$ cat src/rtl/clk_div_ctrl.sv
// Run-time programmable clock divider controller with glitch-free ratio updates and graceful stop.
// Optional period counter output enabled by defining CLKDIV_PCNT_EN.
module clk_div_ctrl #(
  parameter int DIV_W     = 8,
  parameter int RESET_DIV = 2
) (
  input  logic             clk,
  input  logic             rst_n,
  input  logic             en,
  input  logic             cfg_valid,
  input  logic [DIV_W-1:0] cfg_div,
  output logic             cfg_ready,
  output logic             clk_out,
  output logic             tick,
  output logic             busy,
  output logic             cfg_err
`ifdef CLKDIV_PCNT_EN
  ,
  output logic [15:0]      period_cnt
`endif
);

  typedef enum logic [1:0] {
    IDLE = 2'd0,
    RUN  = 2'd1,
    PEND = 2'd2
  } state_t;

  state_t           state;
  logic [DIV_W-1:0] cnt;
  logic [DIV_W-1:0] div_q;
  logic [DIV_W-1:0] div_nxt;

  logic             xfer;
  logic             bad_ratio;
  logic             good_ratio;
  logic             boundary;
  logic [DIV_W-1:0] div_after;
  logic [DIV_W-1:0] cnt_inc;

  // A ratio offered exactly on the boundary cycle goes straight into the next period.
  always_comb begin
    xfer       = cfg_valid && cfg_ready;
    bad_ratio  = xfer && (cfg_div < DIV_W'(2));
    good_ratio = xfer && !bad_ratio;
    boundary   = (state != IDLE) && (cnt == div_q - DIV_W'(1));
    cnt_inc    = cnt + DIV_W'(1);
    if (state == PEND)
      div_after = div_nxt;
    else if (good_ratio)
      div_after = cfg_div;
    else
      div_after = div_q;
  end

  always_ff @(posedge clk) begin
    if (!rst_n) begin
      state     <= IDLE;
      cnt       <= '0;
      div_q     <= DIV_W'(RESET_DIV);
      div_nxt   <= DIV_W'(RESET_DIV);
      clk_out   <= 1'b0;
      tick      <= 1'b0;
      cfg_ready <= 1'b1;
      cfg_err   <= 1'b0;
      busy      <= 1'b0;
    end else begin
      cfg_err <= bad_ratio;
      case (state)
        IDLE: begin
          tick <= 1'b0;
          if (good_ratio)
            div_q <= cfg_div;
          if (en) begin
            state   <= RUN;
            cnt     <= '0;
            clk_out <= 1'b1;
            busy    <= 1'b1;
          end else begin
            clk_out <= 1'b0;
          end
        end
        RUN, PEND: begin
          if (boundary) begin
            cnt       <= '0;
            div_q     <= div_after;
            tick      <= 1'b0;
            cfg_ready <= 1'b1;
            if (en) begin
              state   <= RUN;
              clk_out <= 1'b1;
            end else begin
              state   <= IDLE;
              clk_out <= 1'b0;
              busy    <= 1'b0;
            end
          end else begin
            // Mid-period: the running ratio stays in force even when a new one is pending.
            cnt     <= cnt_inc;
            clk_out <= (cnt_inc < (div_q >> 1));
            tick    <= (cnt_inc == div_q - DIV_W'(1));
            if (state == RUN && good_ratio) begin
              state     <= PEND;
              div_nxt   <= cfg_div;
              cfg_ready <= 1'b0;
            end
          end
        end
        default: begin
          state     <= IDLE;
          clk_out   <= 1'b0;
          tick      <= 1'b0;
          busy      <= 1'b0;
          cfg_ready <= 1'b1;
        end
      endcase
    end
  end

`ifdef CLKDIV_PCNT_EN
  always_ff @(posedge clk) begin
    if (!rst_n)
      period_cnt <= '0;
    else if (tick)
      period_cnt <= period_cnt + 16'd1;
  end
`endif

endmodule
$ cat config.mk
export PLATFORM = sky130hd
export DESIGN_NAME = clk_div_ctrl
export DESIGN_NICKNAME = d
export VERILOG_FILES = /design/src/rtl/clk_div_ctrl.sv
export SDC_FILE = /design/constraint.sdc
export NUM_CORES = 1
export LEC_CHECK = 0
export CORE_MARGIN = 2
export CORE_UTILIZATION = 55
export DETAILED_ROUTE_END_ITERATION = 7
export PLACE_DENSITY = 0.76
export SLEW_MARGIN = 20
export SYNTH_ARGS = -nofsm -noshare
export SYNTH_HDL_FRONTEND = slang
export SYNTH_SLANG_ARGS = --single-unit
$ cat constraint.sdc
create_clock -name clk -period 3.8 [get_ports clk]
set_input_delay 0.76 -clock clk [delete_from_list [all_inputs] [get_ports clk]]
set_output_delay 0.76 -clock clk [all_outputs]
set_load 0.02 [all_outputs]
==> impl_metrics.toml, run 1 <==
[yosys]
synth_common_cells = "43 x nand2_1, 31 x dfxtp_1, 17 x xnor2_1, 16 x nand3_1, 15 x a21oi_1"
async_flop_share_pct = 0
synth.distinct_cells = 58
synth.avg_cell_area_um2 = 8.282
yosysMostFrequentCell = "nand2_1"
synth_top_area_share_pct = 25.93
synthFlopType = "dfxtp_1"
synth_area_leader_cell = "dfxtp_1"
synth_enable_flop_cells = 0
synthCells = 289
ys_ff_latch = 31
yosys_warnings = 0
syn-cell-area_mm2 = 0.002394
ys_seq_area_share_pct = 25.93
yosys-top-cells-area = "dfxtp_1 26%, nand2_1 6.7%, ha_1 6.3%"
syn-num-nets = 313

[clocking]
post_cts_buffers = 0
cts_buffers = 5
clkLatencyLatePin_ns = 0.29
cts.sinks = 31
cts_root_buf = "clkbuf_8"
cts_tree = "done"
cts_resized = 0
clk_path_buf_depth = 2
h-tree-depth = 2
cts_hold_buf = 0
clkSlewWorstSetupHoldPaths_ns = 0.07

[final_layout]
post_route_cells_drive_above_1_share_pct = 9.365
nFillCells = 377
utilization_pct = 64.64
nNetsFinal = 322
area_delta_synth_final_pct = 10.35
final_cells = 349
antenna_cells = 0

[timing]
setup_tns_ns = 0
worst_pin_slew_ns = 0.5982
relSlewSlack_pct = 59.09
fin_crit_ns = 2.898
fmax_mhz = 345.1
setup_viol = 0
maxSlewViolCount = 0
rsz0062_at_grt = "no"
hold_violations = 0
fin_crit_sh_pct = 76.26
fin_skew_ns = 0.004108
timing.final.ws_setup_ns = 0.9020

[critical_path]
timing.rr.end = "cnt[7]"
critPathMaxFanout = 10
critPathKind = "reg2reg"
endpoint_kind = "flip-flop"
critPathArrivalTime_ns = 3.06
required_ns = 3.96
reg2reg_depth = 9
setup.worst_path.start_class = "flip-flop"
r2r-start = "div_q[0]"
rrSetupSlack_ns = 0.90

[floorplanning]
ios = 17
die-height_um = 69.97
initial_utilization_pct = 58.57
fp.dieW_um = 69.97
die_area_mm2 = 0.004896
rows = 23
fp.coreArea_mm2 = 0.004086

[global_route]
grt_max_degree = 25
overflow = 0
antenna_found_initial = 0
grt_usage_pct = 24.95
grt_pass1_wl_mm = 9.646
first_global_vias = 1913

[placed_design]
port_buffers = 16
post-place-ws_ns = 0.8831
hpwl_mm = 4.318
dp_cells = 341
gp_congestion = 0.8865

[routing]
avgRoutedWirePerCell_um = 16.50
first_pass_iters = 5
drt_iter0_markers = 142
drc_errors = 0
ant_nets = 0
wl_mm = 5.760
viasPerCell = 5.977
vias = 2086

[power_and_ir_drop]
power.leakage_nw = 0.9422
vdd_ir_drop_max_uv = 262.5
total_power_mw = 1.199
power_density_mw_per_mm2 = 454.0

[run]
cap_viol_max_count = 0

[hold_path]
hold_path_class = "reg2reg"
hp-start = "div_nxt[0]"
hold_end = "div_nxt[0]"
min_path_cells = 2

[status]
status = "finished, final reports clean"
critical path, stage by stage, from the launching register on:
cell and delay [ns]:
dfxtp_1 0.51, inv_1 0.08, ha_1 0.27, xor3_1 0.25
nor4_2 0.37, o21ai_2 0.17, o41ai_4 0.63, buf_4 0.28
or3_1 0.12, o221ai_1 0.09
layer usage:
metal	vias to the layer above	routed length, um	track usage (%)
li1	1050	-	-
met3	10	288	5.051
met4	0	126	8.974
met5	-	0	0
met1	975	2912	36.59
met2	51	2433	35.98
cell usage in the layout, fill, tap and decap left out, types with 6 or more instances in the layout:
cell,n
a22oi_1,7
inv_1,13
nor2_1,14
o21ai_0,13
buf_4,6
mux2i_1,10
dfxtp_1,31
nand2_1,43
a21oi_1,15
xnor2_1,17
clkdlybuf4s50_1,16
nand3_1,16
ha_1,12
o21ai_1,7
worst max path at each step:
stage,from,end,slack (ns)
after floorplan,cfg_div[1],state[0],1.31
after global placement,cfg_div[1],state[0],0.94
after detailed placement,cfg_div[1],state[0],0.88
after CTS,div_q[0],cnt[7],0.89
after global routing,div_q[0],cnt[7],0.74
final,div_q[0],cnt[7],0.90
registers in the layout, indices dropped and copies added, names as in the netlist:
register / count
cnt: 8
div_nxt: 8
div_q: 8
state: 2
busy: 1
cfg_err: 1
cfg_ready: 1
clk_out: 1
tick: 1
cell type report:
cell class              instances  area, um2  area share, %
multi-input cells             224       1615          61.16
flip-flops and latches         31      620.6          23.50
repair buffers                 22      205.2          7.769
clock buffers                   6      72.57          2.748
well taps                      50      62.56          2.369
inverters                      14      52.55          1.990
clock inverters                 2      12.51         0.4737
metrics by stage:
step                hold slack [ns]  area [um2]
CTS                          0.4874        2641
detailed placement           0.4752        2556
global placement             0.4732        2556
global route                 0.5080        2641
finish                       0.4884        2641
floorplan                    0.4590        2394
cell families (layout without fill, tap and decap cells):
| logic type | Yosys count | after routing | share of synthesized area (%) |
|---|---|---|---|
| simple gates | 105 | 105 | 22.74 |
| flops | 31 | 31 | 25.93 |
| fa+ha+maj | 12 | 12 | 6.273 |
| mux | 13 | 13 | 6.220 |
| xor+xnor | 24 | 24 | 9.984 |
| buf+inv | 34 | 44 | 6.586 |
| compound gates | 70 | 70 | 22.27 |
where the power goes:
part / leakage, nW / internal, mW / total [mW] / switching (mW)
sequential: 0.252 / 0.355 / 0.409 / 0.0538
combinational: 0.649 / 0.231 / 0.527 / 0.296
clock: 0.0412 / 0.128 / 0.264 / 0.136
No activity file was read; power rests on OpenSTA's default activity.
==> run 2: changes to the inputs <==
==> constraint.sdc (replaced) <==
create_clock -name clk -period 3 [get_ports clk]
set_input_delay 0.6 -clock clk [delete_from_list [all_inputs] [get_ports clk]]
set_output_delay 0.6 -clock clk [all_outputs]
set_load 0.02 [all_outputs]
==> impl_metrics.toml, run 2 (synthesized netlist as in run 1, its figures left out) <==
[status]
status = "finished, final reports clean"

[final_layout]
final_common_cell = "nand2_1"
finalInstanceArea_mm2 = 0.002734
area_delta_synth_final_pct = 14.22
antenna_cells = 0
utilization_pct = 66.90
post_route_cells_drive_above_1_share_pct = 11.15
nNetsFinal = 328
final_cell_mix = "43 x nand2_1, 31 x dfxtp_1, 17 x xnor2_1"
largestRegisters = "cnt x8, div_nxt x8, div_q x8"

[timing]
fmax_mhz = 386.4
timing.final.ws_setup_ns = 0.4117
maxSlewViolCount = 0
fin_crit_ns = 2.588
worst_pin_slew_ns = 0.5721
hold_violations = 0
relSlewSlack_pct = 61.72
setup_viol = 0
setup_tns_ns = 0
fin_skew_ns = 0.006458
fin_crit_sh_pct = 86.28
rsz0062_at_grt = "no"

[routing]
wl_mm = 5.828
avgRoutedWirePerCell_um = 16.42
viasPerCell = 6.017
drt_iter0_markers = 140
drc_errors = 0
vias = 2136
first_pass_iters = 4
ant_nets = 0

[critical_path]
path_delay_family = "simple AND/OR/NAND/NOR gates"
required_ns = 3.18
endpoint_kind = "flip-flop"
critPathKind = "reg2reg"
critPathMaxFanout = 8
setup.worst_path.start_class = "flip-flop"
worstPathCellList = "inv_1 > ha_1 > xor3_1 > nor4_2 > o21ai_2 > nor4_4 > mux2i_4 > mux2_4"
critPathArrivalTime_ns = 2.77
worst-path-buf-inv = 1
worst_path_max_delay_cell = "nor4_4"
slowest_delay_ns = 0.43

[global_route]
first_global_vias = 1978
overflow = 0
grt-busiest-layer = "met2"
grt_usage_pct = 25.62
antenna_found_initial = 0
grt.met1_usage_pct = 36.80
grt_pass1_wl_mm = 9.984
grtUsageMet3_pct = 5.483
grt.met2_usage_pct = 37.78
grt_max_degree = 24

[run]
cap_viol_max_count = 0

[clocking]
h-tree-depth = 2
clkSlewWorstSetupHoldPaths_ns = 0.07
cts_buffers = 5
cts_tree = "done"
cts_resized = 0
clkLatencyLatePin_ns = 0.29
cts_hold_buf = 0
post_cts_buffers = 0
cts_root_buf = "clkbuf_8"
cts.sinks = 31
clk_path_buf_depth = 2

[power_and_ir_drop]
power_density_mw_per_mm2 = 618.5
vdd_ir_drop_max_uv = 308.7
total_power_mw = 1.691
power.leakage_nw = 0.9958

[placed_design]
port_buffers = 16
gp_congestion = 0.9059
hpwl_mm = 4.341
placed_area_mm2 = 0.002601
post-place-ws_ns = 0.2114

[floorplanning]
die_area_mm2 = 0.004896
die-height_um = 69.97
fp.coreArea_mm2 = 0.004086
rows = 23
ios = 17
fp.dieW_um = 69.97
initial_utilization_pct = 58.57

[hold_path]
hold_path_class = "reg2reg"
[run 2: cell count changes in the layout (fill, tap and decap cells not counted)]
cell	previous run	this run
clkinv_2	1	0
clkinvlp_4	1	0
bufinv_16	0	2
buf_4	6	12
[run 2: layout make-up]
type / count / area [um2]
Multi-Input combinational cell: 224 / 1615
Fill cell: 344 / 1353
Sequential cell: 31 / 620.6
Timing Repair Buffer: 28 / 250.2
Clock buffer: 6 / 72.57
Tap cell: 50 / 62.56
Clock inverter: 2 / 60.06
Inverter: 14 / 52.55
[run 2: through the flow]
step,cells,hold WS (ns)
floorplan,289,0.4590
global placement,347,0.4676
detailed placement,347,0.4746
CTS,355,0.4845
global route,355,0.5141
finish,355,0.4830
[run 2: per-layer routing]
layer | share of wire (%) | up-vias | routed length (um)
met5 | 0 | - | 0
met4 | 2.1 | 0 | 125
met3 | 8.3 | 12 | 481
met2 | 42 | 84 | 2463
met1 | 47 | 981 | 2757
li1 | - | 1059 | -
[run 2: power by group]
group	total [mW]	switching, mW	internal, mW
sequential	0.507	0.0571	0.450
clock	0.489	0.157	0.332
combinational	0.695	0.389	0.306
total	1.69	0.603	1.09
[run 2: worst paths after layout]
| check | start | end | slack [ns] | depth (start not counted) |
|---|---|---|---|---|
| worst max-delay path | div_q[1] | div_q[1] | 0.41 | 8 |
| worst min-delay path | div_nxt[7] | div_nxt[7] | 0.48 | 2 |
| worst max register to register | div_q[1] | div_q[1] | 0.41 | 8 |
| worst min register to register | div_nxt[7] | div_nxt[7] | 0.48 | 2 |
[run 2: worst reg2reg max path, cell delays in order, from the launching register on]
cell and delay, ns:
dfxtp_1 0.32, inv_1 0.08, ha_1 0.26, xor3_1 0.31, nor4_2 0.36, o21ai_2 0.16, nor4_4 0.43, mux2i_4 0.23
mux2_4 0.34
==> run 3: changes to the inputs <==
--- a/config.mk
+++ b/config.mk
@@ -9,6 +9,8 @@
 export CORE_UTILIZATION = 55
 export DETAILED_ROUTE_END_ITERATION = 7
 export PLACE_DENSITY = 0.76
+export RECOVER_POWER = 100
+export REMOVE_ABC_BUFFERS = 1
 export SLEW_MARGIN = 20
 export SYNTH_ARGS = -nofsm -noshare
 export SYNTH_HDL_FRONTEND = slang
==> impl_metrics.toml, run 3 (synthesized netlist as in run 1, its figures left out) <==
[placed_design]
port_buffers = 16
hpwl_mm = 4.354
dp_cells = 345
gp_congestion = 0.8559

[power_and_ir_drop]
netSwitchingPower_mw = 0.6136
power_density_mw_per_mm2 = 598.8
p_comb_share_pct = 42.1
power.leakage_nw = 0.9741
total_power_mw = 1.597
vdd_ir_drop_max_uv = 399.1
swShare_pct = 38.41
clkPwrFrac_pct = 26.3
seqPwrFrac_pct = 31.6
internal-power_mw = 0.9838

[critical_path]
endpoint_kind = "flip-flop"
timing.rr.end = "div_nxt[3]"
rrSetupSlack_ns = 0.27
worst-path-buf-inv = 2
worstPathCellList = "buf_4 > nor4_4 > mux2i_1 > a2111oi_0 > a41oi_1 > clkbuf_2 > nand3_1 > a21oi_1"
setup.worst_path.start_class = "flip-flop"
required_ns = 3.17
critPathKind = "reg2reg"
worst_path_max_delay_cell = "a2111oi_0"
path_depth = 8
reg2reg_depth = 8
r2r-start = "div_q[2]"
critPathArrivalTime_ns = 2.90
crit_path_end = "div_nxt[3]"
slowest_delay_ns = 0.80
cp-startpoint = "div_q[2]"
critPathMaxFanout = 8
path_delay_family = "compound AO/OA/AOI/OAI gates"

[final_layout]
nNetsFinal = 326
final_cells = 353
final_common_cell = "nand2_1"
largestRegisters = "cnt x8, div_nxt x8, div_q x8"
antenna_cells = 0
utilization_pct = 65.28
post_route_cells_drive_above_1_share_pct = 9.901
area_delta_synth_final_pct = 11.45
final_cell_mix = "43 x nand2_1, 31 x dfxtp_1, 17 x xnor2_1"

[clocking]
cts_root_buf = "clkbuf_8"
post_cts_buffers = 0
clkLatencyLatePin_ns = 0.29
cts_buffers = 5
cts_hold_buf = 0
clkSlewWorstSetupHoldPaths_ns = 0.08
cts_tree = "done"
cts.sinks = 31
cts_resized = 0
clk_path_buf_depth = 2
h-tree-depth = 2

[timing]
fin_crit_ns = 2.727
relSlewSlack_pct = 41.30
fin_crit_sh_pct = 90.91
worst_pin_slew_ns = 0.8583
setup_viol = 0
setup_tns_ns = 0
holdWs_ns = 0.4887
hold_violations = 0
fmax_mhz = 366.7
rsz0062_at_grt = "no"
fin_skew_ns = 0.007710
maxSlewViolCount = 0

[routing]
vias = 2177
ant_nets = 0
viasPerCell = 6.167
drt_iter0_markers = 176
drc_errors = 0
wl_mm = 5.776
first_pass_iters = 5
avgRoutedWirePerCell_um = 16.36

[hold_path]
hold_path_class = "reg2reg"

[global_route]
grt_usage_pct = 25.62
first_global_vias = 2104
overflow = 0
antenna_found_initial = 0
grt_max_degree = 24
grt_pass1_wl_mm = 10.14

[floorplanning]
rows = 23
fp.coreArea_mm2 = 0.004086
initial_utilization_pct = 58.57
ios = 17
fp.dieW_um = 69.97
die_area_mm2 = 0.004896
die-height_um = 69.97

[run]
cap_viol_max_count = 0

[status]
status = "finished, final reports clean"
[run 3: changes by cell type in the layout (fill, tap and decap cells not counted), sizes merged]
cell           delta
clkdlybuf4s50     -6
dlygate4sd3       +6
buf               -5
clkbuf            +2
clkinv            +2
bufinv            -1
[run 3: worst reg2reg max path: stages, from the launching register on]
cell,delay [ns]
dfxtp_1,0.32
buf_4,0.17
nor4_4,0.40
mux2i_1,0.14
a2111oi_0,0.80
a41oi_1,0.28
clkbuf_2,0.27
nand3_1,0.15
a21oi_1,0.08
[run 3: final cells by class]
class                      count  area (um2)
clock buffer                   5       68.82
clock inverter                 3       43.79
fill                         368        1419
inverter                      14       52.55
multi-input combinational    224        1594
sequential                    31       620.6
tap                           50       62.56
timing repair buffer          26       225.2
[run 3: how the worst min path moves through the flow]
stage | from | to | slack, ns | cells past startpoint
2_1_floorplan | div_nxt[0] | div_nxt[0] | 0.46 | 2
3_3_place_gp | div_nxt[2] | div_nxt[2] | 0.47 | 2
3_5_place_dp | div_nxt[5] | div_nxt[5] | 0.47 | 2
4_1_cts | div_nxt[5] | div_nxt[5] | 0.48 | 2
5_1_grt | div_nxt[5] | div_nxt[5] | 0.53 | 2
6_report | div_nxt[5] | div_nxt[5] | 0.49 | 2
[run 3: routing by layer]
layer / part of all wire (%) / up-vias / wire length [um] / GRT usage [%]
met1: 47 / 1030 / 2697 / 34.58
li1: - / 1056 / - / -
met5: 0 / - / 0 / 0
met3: 6.1 / 16 / 351 / 5.628
met4: 2.3 / 0 / 133 / 8.547
met2: 45 / 75 / 2594 / 40.53
[run 3: power groups by stage]
| stage | registers, mW | logic [mW] | clock network (mW) |
|---|---|---|---|
| finish | 0.505 | 0.672 | 0.420 |
| detailed placement | 0.514 | 0.690 | 0 |
| CTS | 0.505 | 0.697 | 0.424 |
| floorplan | 0.514 | 0.492 | 0 |
| global placement | 0.512 | 0.682 | 0 |
| global route | 0.511 | 0.736 | 0.441 |
[run 3: metrics by stage]
step	worst slack (ns)	cell area, um2
floorplan	0.4858	2288
global placement	0.3452	2586
detailed placement	0.2861	2586
CTS	0.3781	2699
global route	0.05554	2668
finish	0.2728	2668
